[config.mk]
export PLATFORM = sky130hd
export DESIGN_NAME = div_issue_ctrl_flat
export DESIGN_NICKNAME = d
export VERILOG_FILES = /design/src/rtl/div_issue_ctrl_if.sv /design/src/rtl/div_issue_ctrl.sv /design/src/flat_wrapper.sv
export SDC_FILE = /design/constraint.sdc
export NUM_CORES = 1
export LEC_CHECK = 0
export CELL_PAD_IN_SITES_DETAIL_PLACEMENT = 0
export CELL_PAD_IN_SITES_GLOBAL_PLACEMENT = 1
export CORE_UTILIZATION = 35
export CTS_BUF_LIST = sky130_fd_sc_hd__clkbuf_8
export CTS_CLUSTER_SIZE = 24
export DETAILED_ROUTE_END_ITERATION = 6
export PLACE_DENSITY_LB_ADDON = 0.12
export SYNTH_ARGS = -nofsm -noshare
export SYNTH_HDL_FRONTEND = slang
export SYNTH_SLANG_ARGS = --single-unit
[constraint.sdc]
create_clock -name clk -period 2.4 [get_ports clk]
set_input_delay 0.72 -clock clk [delete_from_list [all_inputs] [get_ports clk]]
set_output_delay 0.72 -clock clk [all_outputs]
set_load 0.02 [all_outputs]
[src/rtl/div_issue_ctrl_if.sv]
// div_issue_ctrl_if: bundles the operand input handshake, the divider-side
// start/status/result signals, the result output handshake and the FIFO level
// of div_issue_ctrl.
// slave  - the view taken by div_issue_ctrl itself.
// master - the view taken by the environment around it (source, divider, sink).
interface div_issue_ctrl_if #(
    parameter int WIDTH = 10,
    parameter int DEPTH = 4
);
    localparam int LW = $clog2(DEPTH + 1);

    // operand input handshake
    logic             in_valid;
    logic             in_ready;
    logic [WIDTH-1:0] in_a;
    logic [WIDTH-1:0] in_b;

    // downstream divider
    logic             div_start;
    logic [WIDTH-1:0] div_a;
    logic [WIDTH-1:0] div_b;
    logic             div_busy;
    logic             div_valid;
    logic [WIDTH-1:0] div_q;
    logic             div_ov;

    // result output handshake
    logic             out_valid;
    logic             out_ready;
    logic [WIDTH-1:0] out_q;
    logic             out_ov;

    // FIFO occupancy
    logic [LW-1:0]    level;

    modport slave (
        input  in_valid, in_a, in_b,
        input  div_busy, div_valid, div_q, div_ov,
        input  out_ready,
        output in_ready, div_start, div_a, div_b,
        output out_valid, out_q, out_ov, level
    );

    modport master (
        output in_valid, in_a, in_b,
        output div_busy, div_valid, div_q, div_ov,
        output out_ready,
        input  in_ready, div_start, div_a, div_b,
        input  out_valid, out_q, out_ov, level
    );
endinterface

[src/rtl/div_issue_ctrl.sv]
// div_issue_ctrl: buffers operand pairs in a small FIFO and issues them one
// at a time to a multi-cycle divider, then returns each quotient over a
// valid/ready handshake.
// Optional build macro: DIV_ZERO_BYPASS_EN -- when defined, a pair with a zero
// divisor never reaches the divider; it is answered directly with an all-ones
// quotient and the overflow flag set.
//
// Handshakes: a transfer happens on a rising edge where valid and ready are
// both 1. in_ready depends only on FIFO fullness (a pop in the same cycle does
// not make room). out_valid, once raised, stays high with out_q/out_ov stable
// until the edge where out_ready is 1.
// dbg_state exposes the FSM state: 0 IDLE, 1 ISSUE, 2 WAIT, 3 HOLD.
module div_issue_ctrl #(
    parameter int WIDTH = 10,
    parameter int DEPTH = 4     // power of two, 2 or more
) (
    input  logic             clk,
    input  logic             rst,        // synchronous, active low
    div_issue_ctrl_if.slave  bus,
    output logic [1:0]       dbg_state
);
    localparam int PW = $clog2(DEPTH);
    localparam int LW = $clog2(DEPTH + 1);

    typedef enum logic [1:0] {
        IDLE  = 2'd0,
        ISSUE = 2'd1,
        WAIT  = 2'd2,
        HOLD  = 2'd3
    } state_t;

    state_t state;
    state_t state_nxt;

    logic [2*WIDTH-1:0] mem [DEPTH];
    logic [PW-1:0]      wr_ptr;
    logic [PW-1:0]      rd_ptr;
    logic [LW-1:0]      level_q;
    logic               full;
    logic               empty;
    logic               push;
    logic               pop;
    logic               capture;
    logic [2*WIDTH-1:0] head;
    logic [WIDTH-1:0]   div_a_q;
    logic [WIDTH-1:0]   div_b_q;
    logic [WIDTH-1:0]   out_q_q;
    logic               out_ov_q;
`ifdef DIV_ZERO_BYPASS_EN
    logic               bypass;
`endif

    assign full  = (level_q == LW'(DEPTH));
    assign empty = (level_q == '0);
    assign push  = bus.in_valid && !full;
    assign head  = mem[rd_ptr];   // {dividend, divisor}

    assign bus.in_ready  = !full;
    assign bus.level     = level_q;
    assign bus.div_start = (state == ISSUE);
    assign bus.div_a     = div_a_q;
    assign bus.div_b     = div_b_q;
    assign bus.out_valid = (state == HOLD);
    assign bus.out_q     = out_q_q;
    assign bus.out_ov    = out_ov_q;
    assign dbg_state     = state;

    // FSM state register; reset abandons any in-flight pair
    always_ff @(posedge clk) begin
        if (!rst) begin
            state <= IDLE;
        end else begin
            state <= state_nxt;
        end
    end

    // FSM next state plus pop/capture strobes; div_valid only matters in WAIT
    always_comb begin
        state_nxt = state;
        pop       = 1'b0;
        capture   = 1'b0;
`ifdef DIV_ZERO_BYPASS_EN
        bypass    = 1'b0;
`endif
        case (state)
            IDLE: begin
                if (!empty && !bus.div_busy) begin
                    pop = 1'b1;
`ifdef DIV_ZERO_BYPASS_EN
                    if (head[WIDTH-1:0] == '0) begin
                        bypass    = 1'b1;
                        state_nxt = HOLD;
                    end else begin
                        state_nxt = ISSUE;
                    end
`else
                    state_nxt = ISSUE;
`endif
                end
            end
            ISSUE: begin
                state_nxt = WAIT;
            end
            WAIT: begin
                if (bus.div_valid) begin
                    capture   = 1'b1;
                    state_nxt = HOLD;
                end
            end
            HOLD: begin
                if (bus.out_ready) begin
                    state_nxt = IDLE;
                end
            end
            default: begin
                state_nxt = IDLE;
            end
        endcase
    end

    // FIFO storage; contents need no reset because the pointers gate every read
    always_ff @(posedge clk) begin
        if (push) begin
            mem[wr_ptr] <= {bus.in_a, bus.in_b};
        end
    end

    // FIFO pointers wrap naturally at DEPTH; level saturates by construction
    always_ff @(posedge clk) begin
        if (!rst) begin
            wr_ptr  <= '0;
            rd_ptr  <= '0;
            level_q <= '0;
        end else begin
            if (push) begin
                wr_ptr <= wr_ptr + PW'(1);
            end
            if (pop) begin
                rd_ptr <= rd_ptr + PW'(1);
            end
            case ({push, pop})
                2'b10:   level_q <= level_q + LW'(1);
                2'b01:   level_q <= level_q - LW'(1);
                default: level_q <= level_q;
            endcase
        end
    end

    // operand hold registers and result capture
    always_ff @(posedge clk) begin
        if (!rst) begin
            div_a_q  <= '0;
            div_b_q  <= '0;
            out_q_q  <= '0;
            out_ov_q <= 1'b0;
        end else begin
            if (pop) begin
                div_a_q <= head[2*WIDTH-1:WIDTH];
                div_b_q <= head[WIDTH-1:0];
            end
            if (capture) begin
                out_q_q  <= bus.div_q;
                out_ov_q <= bus.div_ov;
            end
`ifdef DIV_ZERO_BYPASS_EN
            if (bypass) begin
                out_q_q  <= '1;
                out_ov_q <= 1'b1;
            end
`endif
        end
    end
endmodule

[src/flat_wrapper.sv]
// flat-port wrapper written by rule: the top's interface ports become plain ports
module div_issue_ctrl_flat 
#(
    parameter int WIDTH = 10,
    parameter int DEPTH = 4                               
)
  (clk, rst, dbg_state, bus_in_valid, bus_in_a, bus_in_b, bus_div_busy, bus_div_valid, bus_div_q, bus_div_ov, bus_out_ready, bus_in_ready, bus_div_start, bus_div_a, bus_div_b, bus_out_valid, bus_out_q, bus_out_ov, bus_level);
  div_issue_ctrl_if #(.WIDTH(WIDTH), .DEPTH(DEPTH)) bus_i ();
  input  logic clk;
  input  logic rst;
  output logic [1:0] dbg_state;
  input wire logic [$bits(bus_i.in_valid)-1:0] bus_in_valid;
  input wire logic [$bits(bus_i.in_a)-1:0] bus_in_a;
  input wire logic [$bits(bus_i.in_b)-1:0] bus_in_b;
  input wire logic [$bits(bus_i.div_busy)-1:0] bus_div_busy;
  input wire logic [$bits(bus_i.div_valid)-1:0] bus_div_valid;
  input wire logic [$bits(bus_i.div_q)-1:0] bus_div_q;
  input wire logic [$bits(bus_i.div_ov)-1:0] bus_div_ov;
  input wire logic [$bits(bus_i.out_ready)-1:0] bus_out_ready;
  output wire logic [$bits(bus_i.in_ready)-1:0] bus_in_ready;
  output wire logic [$bits(bus_i.div_start)-1:0] bus_div_start;
  output wire logic [$bits(bus_i.div_a)-1:0] bus_div_a;
  output wire logic [$bits(bus_i.div_b)-1:0] bus_div_b;
  output wire logic [$bits(bus_i.out_valid)-1:0] bus_out_valid;
  output wire logic [$bits(bus_i.out_q)-1:0] bus_out_q;
  output wire logic [$bits(bus_i.out_ov)-1:0] bus_out_ov;
  output wire logic [$bits(bus_i.level)-1:0] bus_level;
  assign bus_i.in_valid = bus_in_valid;
  assign bus_i.in_a = bus_in_a;
  assign bus_i.in_b = bus_in_b;
  assign bus_i.div_busy = bus_div_busy;
  assign bus_i.div_valid = bus_div_valid;
  assign bus_i.div_q = bus_div_q;
  assign bus_i.div_ov = bus_div_ov;
  assign bus_i.out_ready = bus_out_ready;
  assign bus_in_ready = bus_i.in_ready;
  assign bus_div_start = bus_i.div_start;
  assign bus_div_a = bus_i.div_a;
  assign bus_div_b = bus_i.div_b;
  assign bus_out_valid = bus_i.out_valid;
  assign bus_out_q = bus_i.out_q;
  assign bus_out_ov = bus_i.out_ov;
  assign bus_level = bus_i.level;
  div_issue_ctrl #(.WIDTH(WIDTH), .DEPTH(DEPTH)) u_core (.clk(clk), .rst(rst), .bus(bus_i), .dbg_state(dbg_state));
endmodule
**Word-level counts from Yosys, hierarchy flattened**

Memory sizes are Yosys's and may differ from the RTL's. A register that Yosys moved wholly into a read port is not among the register bits.
Cells that the tools add are included.

- Bits in registers: 20
- Output and inout bits: 39
- Word-level logic and storage cells: 41
- Input port bits: 37
- Memory bits (read-only): 0
- Latch bits: 0
- RAM bits: 80
- Memories: 1

Memory list:

| name | depth | width | rd ports | clocked after memory_dff | wr ports | line | source |
|---|---|---|---|---|---|---|---|
| u_core.mem | 4 | 20 | 1 | 1 | 1 | div_issue_ctrl.sv:35 | `logic [2*WIDTH-1:0] mem [DEPTH];` |

- Add/subtract/negate cells: 4
- Shifts and indexed selects: 0
- Muxes and demuxes: 11
- $lt $le $gt $ge: 0
- Bitwise logic cells: 0
- $mul: 0
- Divide/modulo/power cells: 0
- Equality and inequality tests: 9
- Reduce and logical (&&, ||, !) cells: 10

Operators by type and width:

| kind | count |
|---|---|
| 2-bit one-hot mux with 4 select lines | 1 |
| 2-bit equality test (second input constant) | 3 |
| 1-bit two-way mux | 6 |
| 2-bit two-way mux | 3 |
| 3-bit one-hot mux with 2 select lines | 1 |
| 2-bit by 1-bit adder with 2-bit output (second input constant) | 2 |
| 2-bit by 1-bit equality test with 1-bit output (second input constant) | 2 |
| 1-bit zero test | 4 |
| 2-bit != test (second input constant) | 2 |
| 3-bit by 1-bit adder with 3-bit output (second input constant) | 1 |
| 3-bit equality test (second input constant) | 1 |
| 3-bit zero test | 1 |
| 3-bit AND reduction | 1 |
| 3-bit by 1-bit subtractor with 3-bit output (second input constant) | 1 |
| 1-bit logical AND | 2 |
| 2-bit zero test | 1 |
| 2-bit by 1-bit != test with 1-bit output (second input constant) | 1 |
| 2-bit nonzero test | 1 |

**Logic depth before layout (Yosys ltp)**

Gate-level depths: netlist of run 1.

- Depth in word-level cells: 7
- Gate-level depth with buffers: 10
- Gate-level depth less buffers: 10

**Least setup slack after synthesis of run 1**

Ideal clock, no wire load.

- Path kind: reg2reg
- From: reg u_core.level_q[2], in the netlist u_core.bus.level[2]
- To: reg u_core.level_q[2], in the netlist u_core.bus.level[2]
- Setup slack: 0.058 ns
- Arrival: 2.272 ns
- Buffers on the path: 1
- Cell stages (with the launch flop): 10
- Required time: 2.330 ns
- Cells stage by stage: dfxtp_1 > or3b_1 > buf_2 > nand2_1 > ha_1 > inv_1 > fa_1 > xor2_1 > or3_1 > a21oi_1

- Elaborated cells between the ends (all ways): 14
- Those cells by class: add/sub: 2; eq/ne: 3; mux: 3; reduce/logical: 6

RTL lines:

| what | line | source |
|---|---|---|
| start: declaration | div_issue_ctrl.sv:38 | `logic [LW-1:0] level_q;` |
| start signal: assignment | div_issue_ctrl.sv:142 | `2'b10: level_q <= level_q + LW'(1);` |
| start signal: assignment | div_issue_ctrl.sv:143 | `2'b01: level_q <= level_q - LW'(1);` |
| start signal: assignment | div_issue_ctrl.sv:144 | `default: level_q <= level_q;` |
| 3-bit equality test * | div_issue_ctrl.sv:53 | `assign full = (level_q == LW'(DEPTH));` |
| 1-bit zero test * | -- |  |
| net bus_in_ready | flat_wrapper.sv:20 | `output wire logic [$bits(bus_i.in_ready)-1:0] bus_in_ready;` |
| 1-bit logical AND * | div_issue_ctrl.sv:55 | `assign push = bus.in_valid && !full;` |
| 2-bit by 1-bit equality test with 1-bit output or 2-bit equality test (tied branches) | div_issue_ctrl.sv:141 | `case ({push, pop})` |
| 3-bit one-hot mux with 2 select lines or 2-bit nonzero test (tied branches) | -- |  |

The timed path passes the listed nets; every way through them passes the cells marked *.
A chain may end at the register's enable or synchronous reset.

**Final worst setup path of run 1**

- From: in bus_div_busy
- To: reg u_core.level_q[2], in the netlist u_core.bus.level[2]

- Cells in the longest elaborated chain, start to end: 6
- Elaborated cells between the ends (all ways): 8
- Those cells by class: eq/ne: 2; mux: 3; reduce/logical: 3

RTL lines:

| what | line | source |
|---|---|---|
| start: declaration | flat_wrapper.sv:15 | `input wire logic [$bits(bus_i.div_busy)-1:0] bus_div_busy;` |
| 1-bit zero test * | div_issue_ctrl.sv:87 | `if (!empty && !bus.div_busy) begin` |
| 1-bit logical AND * | div_issue_ctrl.sv:87 |  |
| 1-bit two-way mux * | div_issue_ctrl.sv:87 |  |
| 1-bit two-way mux * | div_issue_ctrl.sv:85 | `case (state)` |
| net u_core.pop | div_issue_ctrl.sv:42 | `logic pop;` |
| 2-bit by 1-bit equality test with 1-bit output or 2-bit equality test (tied branches) | div_issue_ctrl.sv:141 |  |
| 3-bit one-hot mux with 2 select lines or 2-bit nonzero test (tied branches) | -- |  |

Marks and branches as above.

==> results.py, run 1 <==
metrics = {
    "run_status": {
        "outcome": "complete, no violations",
    },
    "cts": {
        "clock_latency_ns": 0.43,
        "ctsRootBufferMaster": "clkbuf_8",
        "cts_tree": "yes",
        "cts_made_buffers": 17,
        "clk_pin_slew_ns": 0.07,
        "clock_sinks": 120,
        "cts_buffer_depth": 2,
        "htreeDepth": 4,
    },
    "power": {
        "ir_drop_mv": 0.524,
        "leakage_nw": 2.04,
        "p_per_area_nw_per_um2": 1010,
    },
    "die": {
        "die_h_um": 116,
        "io_pins": 76,
        "fp.coreArea_um2": 12600,
        "start_util_pct": 36.0,
        "die_area_um2": 13400,
        "fp-row-count": 41,
        "die_w_um": 116,
    },
    "route": {
        "postRouteAntennaNets": 0,
        "detail_route.wl_per_cell_um": 15.9,
        "drc": 0,
        "first_pass_iters": 5,
        "vias": 2589,
        "vias_per_cell": 4.69,
        "drt_iter0_drc": 147,
        "wl_um": 8780,
    },
    "place": {
        "place_congestion": 0.648,
        "hpwl_um": 5420,
        "place_inst": 520,
        "io_buffers": 75,
    },
    "layout": {
        "n_antenna_cell": 0,
        "synthToLayoutAreaGrowth_pct": 33.2,
        "fin_cells": 552,
        "drive_above_1_share_pct": 19.5,
        "nNetsFinal": 415,
        "layout_commonest_cell": "edfxtp_1",
        "fin_util_pct": 47.9,
        "layout_common_cells": "edfxtp_1, clkdlybuf4s50_1, dfxtp_1",
    },
    "logic_synthesis": {
        "syn_avg_cell_area_um2": 16.8,
        "synthesis.nets": 319,
        "synth-main-ff-cell": "edfxtp_1",
        "synthCells": 271,
        "synth_area_um2": 4540,
        "yosysSeqAreaShare_pct": 70.6,
        "yosysWarnings": 0,
        "netlist-cell-type-count": 36,
        "synth_edf_count": 80,
        "ys_ff_latch": 120,
        "async_flop_share_pct": 0,
    },
    "sta": {
        "finalHoldViolations": 0,
        "worst_clock_skew_ns": 0.00946,
        "setup_violations": 0,
        "maxSlewHeadroom_pct": 47.4,
        "grt_setup_unrepaired": "false",
        "fmax_mhz": 442,
        "final-max-slew-violation-count": 0,
        "worstMarginPinSlew_ns": 0.789,
        "holdWs_ns": 0.458,
        "fin_crit_ns": 2.26,
        "fin_crit_sh_pct": 94.3,
    },
    "critical_path": {
        "worstPathArrival_ns": 2.62,
        "cp-start-kind": "primary input",
        "worstPathCellList": "clkdlybuf4s50_1 > nand2b_1 > nor2_1 > ha_1 > inv_1 > fa_1 > xor2_1 > or3_1 > a21oi_1",
        "worst_setup_path_end_kind": "flip-flop",
        "critPathKind": "in -> reg",
        "cp_data_required_time_ns": 2.75,
        "slowest_stage": "clkdlybuf4s50_1",
        "critical-path-max-stage-delay_ns": 0.41,
        "cp_max_fo": 2,
    },
    "min_path": {
        "hp-class": "reg -> reg",
    },
    "flow_run": {
        "maxCapViolCount": 0,
    },
    "global_routing": {
        "antenna_found_initial": 0,
        "grt_usage_pct": 14.7,
        "grt-ovfl-total": 0,
        "grt_pass1_vias": 2698,
        "grt_pass1_wl_um": 14000,
        "grt_max_degree": 22,
    },
}
[layout make-up]
type	instances	area [um2]
tap	172	215
fill	1146	6580
inverter	9	36.3
clock buffer	17	234
sequential	120	3210
multi-input combinational	128	1220
clock inverter	15	178
timing repair buffer	91	955
[metal layers]
metal	track usage [%]	vias up	share of wire [%]
met5	0	-	0
met4	6.92	0	1.7
met3	6.33	15	6.6
met2	23.8	73	49
met1	16.8	1265	43
li1	-	1236	-
[final timing paths]
| check | start | end | slack, ns | cells after the start |
|---|---|---|---|---|
| max | bus_div_busy | u_core.bus.level[2] | 0.14 | 9 |
| min | u_core.bus.out_q[1] | u_core.bus.out_q[1] | 0.46 | 2 |
| max reg2reg | u_core.dbg_state[1] | u_core.bus.level[2] | 0.21 | 10 |
| min reg2reg | u_core.bus.out_q[1] | u_core.bus.out_q[1] | 0.46 | 2 |
[sequential cells by signal, summed over array words and instances, names as in the netlist]
signal             cells
u_core.bus.out_q      10
u_core.mem            80
u_core.bus.div_a      10
u_core.rd_ptr          2
u_core.wr_ptr          2
u_core.bus.level       3
u_core.dbg_state       2
u_core.bus.out_ov      1
u_core.bus.div_b      10
[per-stage QoR]
step / cell area, um2 / total power, mW / setup TNS [ns] / setup WS, ns
2_1_floorplan: 4540 / 3.66 / 0 / 0.0580
3_3_place_gp: 5630 / 4.30 / -0.282 / -0.256
3_5_place_dp: 5630 / 4.31 / -0.359 / -0.308
4_1_cts: 6040 / 6.18 / 0 / 0.0147
5_1_grt: 6040 / 6.41 / 0 / 0.0146
6_report: 6040 / 6.09 / 0 / 0.137
[power breakdown]
part | internal, mW | total (mW) | switching (mW)
registers | 2.47 | 2.68 | 0.205
logic | 0.828 | 1.56 | 0.728
clock network | 1.03 | 1.86 | 0.830
total | 4.33 | 6.09 | 1.76
[cell usage after synthesis (2+ instances only)]
cell / instances / share of area, %
mux2i_1: 2 / 0.44
mux4_1: 3 / 1.7
a21oi_1: 17 / 1.9
and3_1: 4 / 0.55
ha_1: 10 / 2.8
clkbuf_1: 5 / 0.41
nand2_1: 27 / 2.2
and2_1: 2 / 0.28
o21ai_0: 3 / 0.33
nor2b_1: 2 / 0.28
a22o_1: 20 / 3.9
buf_6: 2 / 0.50
dfxtp_1: 40 / 18
xor2_1: 2 / 0.39
inv_1: 7 / 0.58
nor2_1: 4 / 0.33
nand3_1: 2 / 0.22
edfxtp_1: 80 / 53
mux4_2: 17 / 8.4
a21o_1: 2 / 0.33
buf_1: 2 / 0.17
buf_2: 4 / 0.44
[timing repair]
action | in CTS | in global routing
hold buffers | 0 | 0
resized for setup | 3 | 3
endpoints found under the setup margin | 3 | 2
setup buffers | 0 | 0
[critical path, delay by kind of cell]
family	cells	cell delay (ns)
buffers and inverters	2	0.46
adders and majority gates	2	0.54
xor gates and xnor gates	1	0.16
and+or+nand+nor	3	0.59
AOI/OAI and AO/OA	1	0.14
[kinds of logic (layout without fill, tap and decap cells)]
| kind of cell | after synthesis | in the layout | share of synthesized area (%) |
|---|---|---|---|
| AOI/OAI and AO/OA | 45 | 45 | 7.33 |
| adders and majority gates | 11 | 11 | 3.20 |
| buffers and inverters | 23 | 132 | 2.76 |
| and+or+nand+nor | 48 | 48 | 5.15 |
| muxes | 22 | 22 | 10.6 |
| xor gates and xnor gates | 2 | 2 | 0.386 |
| DFF | 120 | 120 | 70.6 |
Power figures use the tool's default switching activity.
==> run 2, diff against run 1 <==
--- a/config.mk
+++ b/config.mk
@@ -12,6 +12,7 @@
 export CTS_CLUSTER_SIZE = 24
 export DETAILED_ROUTE_END_ITERATION = 6
 export PLACE_DENSITY_LB_ADDON = 0.12
+export SETUP_SLACK_MARGIN = 0.1
 export SYNTH_ARGS = -nofsm -noshare
 export SYNTH_HDL_FRONTEND = slang
 export SYNTH_SLANG_ARGS = --single-unit
==> run 2 against run 1 <==
  * Via count up 0.42%
  * Worst setup slack improved by 0.016 ns
  * First-iteration DRC count decreased by 46%
  * Sequential power hardly changed
  * Clock power hardly changed
  * Critical path type unchanged
==> results.py, run 2 (synthesis results as in run 1) <==
metrics = {
    "power": {
        "power_mw": 6.09,
        "intPower_mw": 4.41,
        "ir_drop_mv": 0.345,
        "p_switching_mw": 1.69,
        "seqPwrFrac_pct": 43.9,
        "p_per_area_nw_per_um2": 1010,
        "leakage_nw": 2.12,
        "power.share.switching_pct": 27.7,
        "pwr-share-comb_pct": 25.7,
        "clockPowerShare_pct": 30.3,
    },
    "layout": {
        "regArea_um2": 3210,
        "synthToLayoutAreaGrowth_pct": 33.0,
        "nNetsFinal": 420,
        "design_area_um2": 6040,
        "regMostFlops": "u_core.mem",
        "drive_above_1_share_pct": 19.8,
        "fillers": 1126,
        "largest_reg_flops": 80,
        "n_antenna_cell": 0,
        "fin_cells": 556,
        "layout_commonest_cell": "edfxtp_1",
        "layout_common_cells": "edfxtp_1, clkdlybuf4s50_1, dfxtp_1",
        "multi_input_area_um2": 1240,
    },
    "critical_path": {
        "cp_max_fo": 2,
        "path_depth": 9,
        "timing.rr.end": "u_core.bus.level[2]",
        "startpoint": "bus_div_busy",
        "cp-start-kind": "primary input",
        "critPathKind": "in -> reg",
        "path_buf_inv": 2,
        "crit_family": "simple AND/OR/NAND/NOR gates",
        "slowest_stage": "clkdlybuf4s50_1",
        "critical-path-max-stage-delay_ns": 0.43,
        "cp_data_required_time_ns": 2.76,
        "r2r-start": "u_core.bus.level[2]",
        "r2r_cells": 8,
        "r2r_slack_ns": 0.26,
        "worst_setup_path_end_kind": "flip-flop",
        "worstPathArrival_ns": 2.61,
        "crit_end": "u_core.bus.level[2]",
        "worstPathCellList": "clkdlybuf4s50_1 > nand2b_4 > nor2_2 > ha_1 > inv_1 > fa_1 > xor2_1 > or3_1 > a21oi_1",
    },
    "sta": {
        "grt_setup_unrepaired": "true",
        "setup_slack_ns": 0.153,
        "final-max-slew-violation-count": 0,
        "fin_crit_sh_pct": 93.6,
        "worst_clock_skew_ns": 0.00814,
        "worstMarginPinSlew_ns": 0.818,
        "fin_crit_ns": 2.25,
        "fmax_mhz": 445,
        "setup_tns_ns": 0,
        "maxSlewHeadroom_pct": 45.5,
        "setup_violations": 0,
        "finalHoldViolations": 0,
    },
    "global_routing": {
        "antenna_found_initial": 0,
        "grt-ovfl-total": 0,
        "grt_usage_pct": 14.8,
        "grt_max_degree": 22,
        "grt_pass1_wl_um": 14000,
        "grt_pass1_vias": 2702,
    },
    "route": {
        "wl_um": 8850,
        "routed.top_layer": "met4",
        "vias": 2600,
        "drc": 0,
        "dr_wl_met2_um": 4440,
        "vias_per_cell": 4.68,
        "postRouteAntennaNets": 0,
        "wl_met1_um": 3710,
        "wl_met3_um": 578,
        "drt_iter0_drc": 80,
        "detail_route.wl_per_cell_um": 15.9,
        "first_pass_iters": 4,
    },
    "cts": {
        "clk_pin_slew_ns": 0.07,
        "post_cts_buffers": 0,
        "cts_tree": "yes",
        "ctsRootBufferMaster": "clkbuf_8",
        "htreeDepth": 4,
        "clock_sinks": 120,
        "clock_latency_ns": 0.43,
        "cts_buffer_depth": 2,
        "cts_made_buffers": 17,
    },
    "place": {
        "hpwl_um": 5660,
        "place_congestion": 0.690,
        "place_inst": 525,
        "dpl_cell_area_um2": 5620,
        "pre_cts_slack_ns": -0.338,
        "io_buffers": 75,
    },
    "die": {
        "start_util_pct": 36.0,
        "die_area_um2": 13400,
        "die_w_um": 116,
        "fp.coreArea_um2": 12600,
        "fp-row-count": 41,
        "io_pins": 76,
        "die_h_um": 116,
    },
    "flow_run": {
        "maxCapViolCount": 0,
    },
    "run_status": {
        "outcome": "complete, no violations",
    },
    "min_path": {
        "hp-class": "reg -> reg",
        "holdPathStages": 2,
    },
}
-- run 2: metrics by stage --
stage / hold slack [ns] / utilization, %
6_report: 0.458 / 47.9
5_1_grt: 0.480 / 47.9
4_1_cts: 0.461 / 47.7
3_5_place_dp: 0.449 / 44.5
3_3_place_gp: 0.441 / 44.5
2_1_floorplan: 0.533 / -
-- run 2: power groups by stage --
stage                     clock, mW  combinational [mW]  sequential [mW]
after floorplan                   0               0.862             2.80
after global placement            0                1.57             2.73
after detailed placement          0                1.58             2.73
after CTS                      1.91                1.57             2.69
after global routing           2.00                1.72             2.72
final                          1.85                1.57             2.68
-- run 2: worst min path at each step --
stage,from,endpoint,slack (ns)
after floorplan,u_core.bus.out_q[0],u_core.bus.out_q[0],0.53
after global placement,u_core.bus.out_q[1],u_core.bus.out_q[1],0.44
after detailed placement,u_core.bus.out_q[5],u_core.bus.out_q[5],0.45
after CTS,u_core.bus.out_q[5],u_core.bus.out_q[5],0.46
after global routing,u_core.bus.out_q[5],u_core.bus.out_q[5],0.48
final,u_core.bus.out_ov,u_core.bus.out_ov,0.46
-- run 2: metal layers --
layer,global-route usage (%),vias up
met5,0,-
met4,6.92,0
met3,6.17,10
met2,23.7,74
met1,17.3,1273
li1,-,1243
-- run 2: what timing repair did --
item | in CTS | in global routing
hold buffers | 0 | 0
endpoints found under the hold margin | 0 | 0
endpoints found under the setup margin | 3 | 4
pin swaps | 0 | 1
resized for setup | 3 | 8
-- run 2: cell type report --
| type | instances | area share (%) |
|---|---|---|
| multi-input combinational | 128 | 20.5 |
| timing repair buffer | 96 | 15.6 |
| sequential | 120 | 53.1 |
| tap | 172 | 3.56 |
| clock inverter | 14 | 2.76 |
| inverter | 9 | 0.601 |
| clock buffer | 17 | 3.87 |
-- run 2: worst register-to-register path, delay by kind of cell (launching register included) --
| family | cells | cell delay [ns] |
|---|---|---|
| fa+ha+maj | 2 | 0.52 |
| flops | 1 | 0.38 |
| xor+xnor | 1 | 0.16 |
| simple gates | 3 | 0.83 |
| buf+inv | 1 | 0.05 |
| compound gates | 1 | 0.14 |
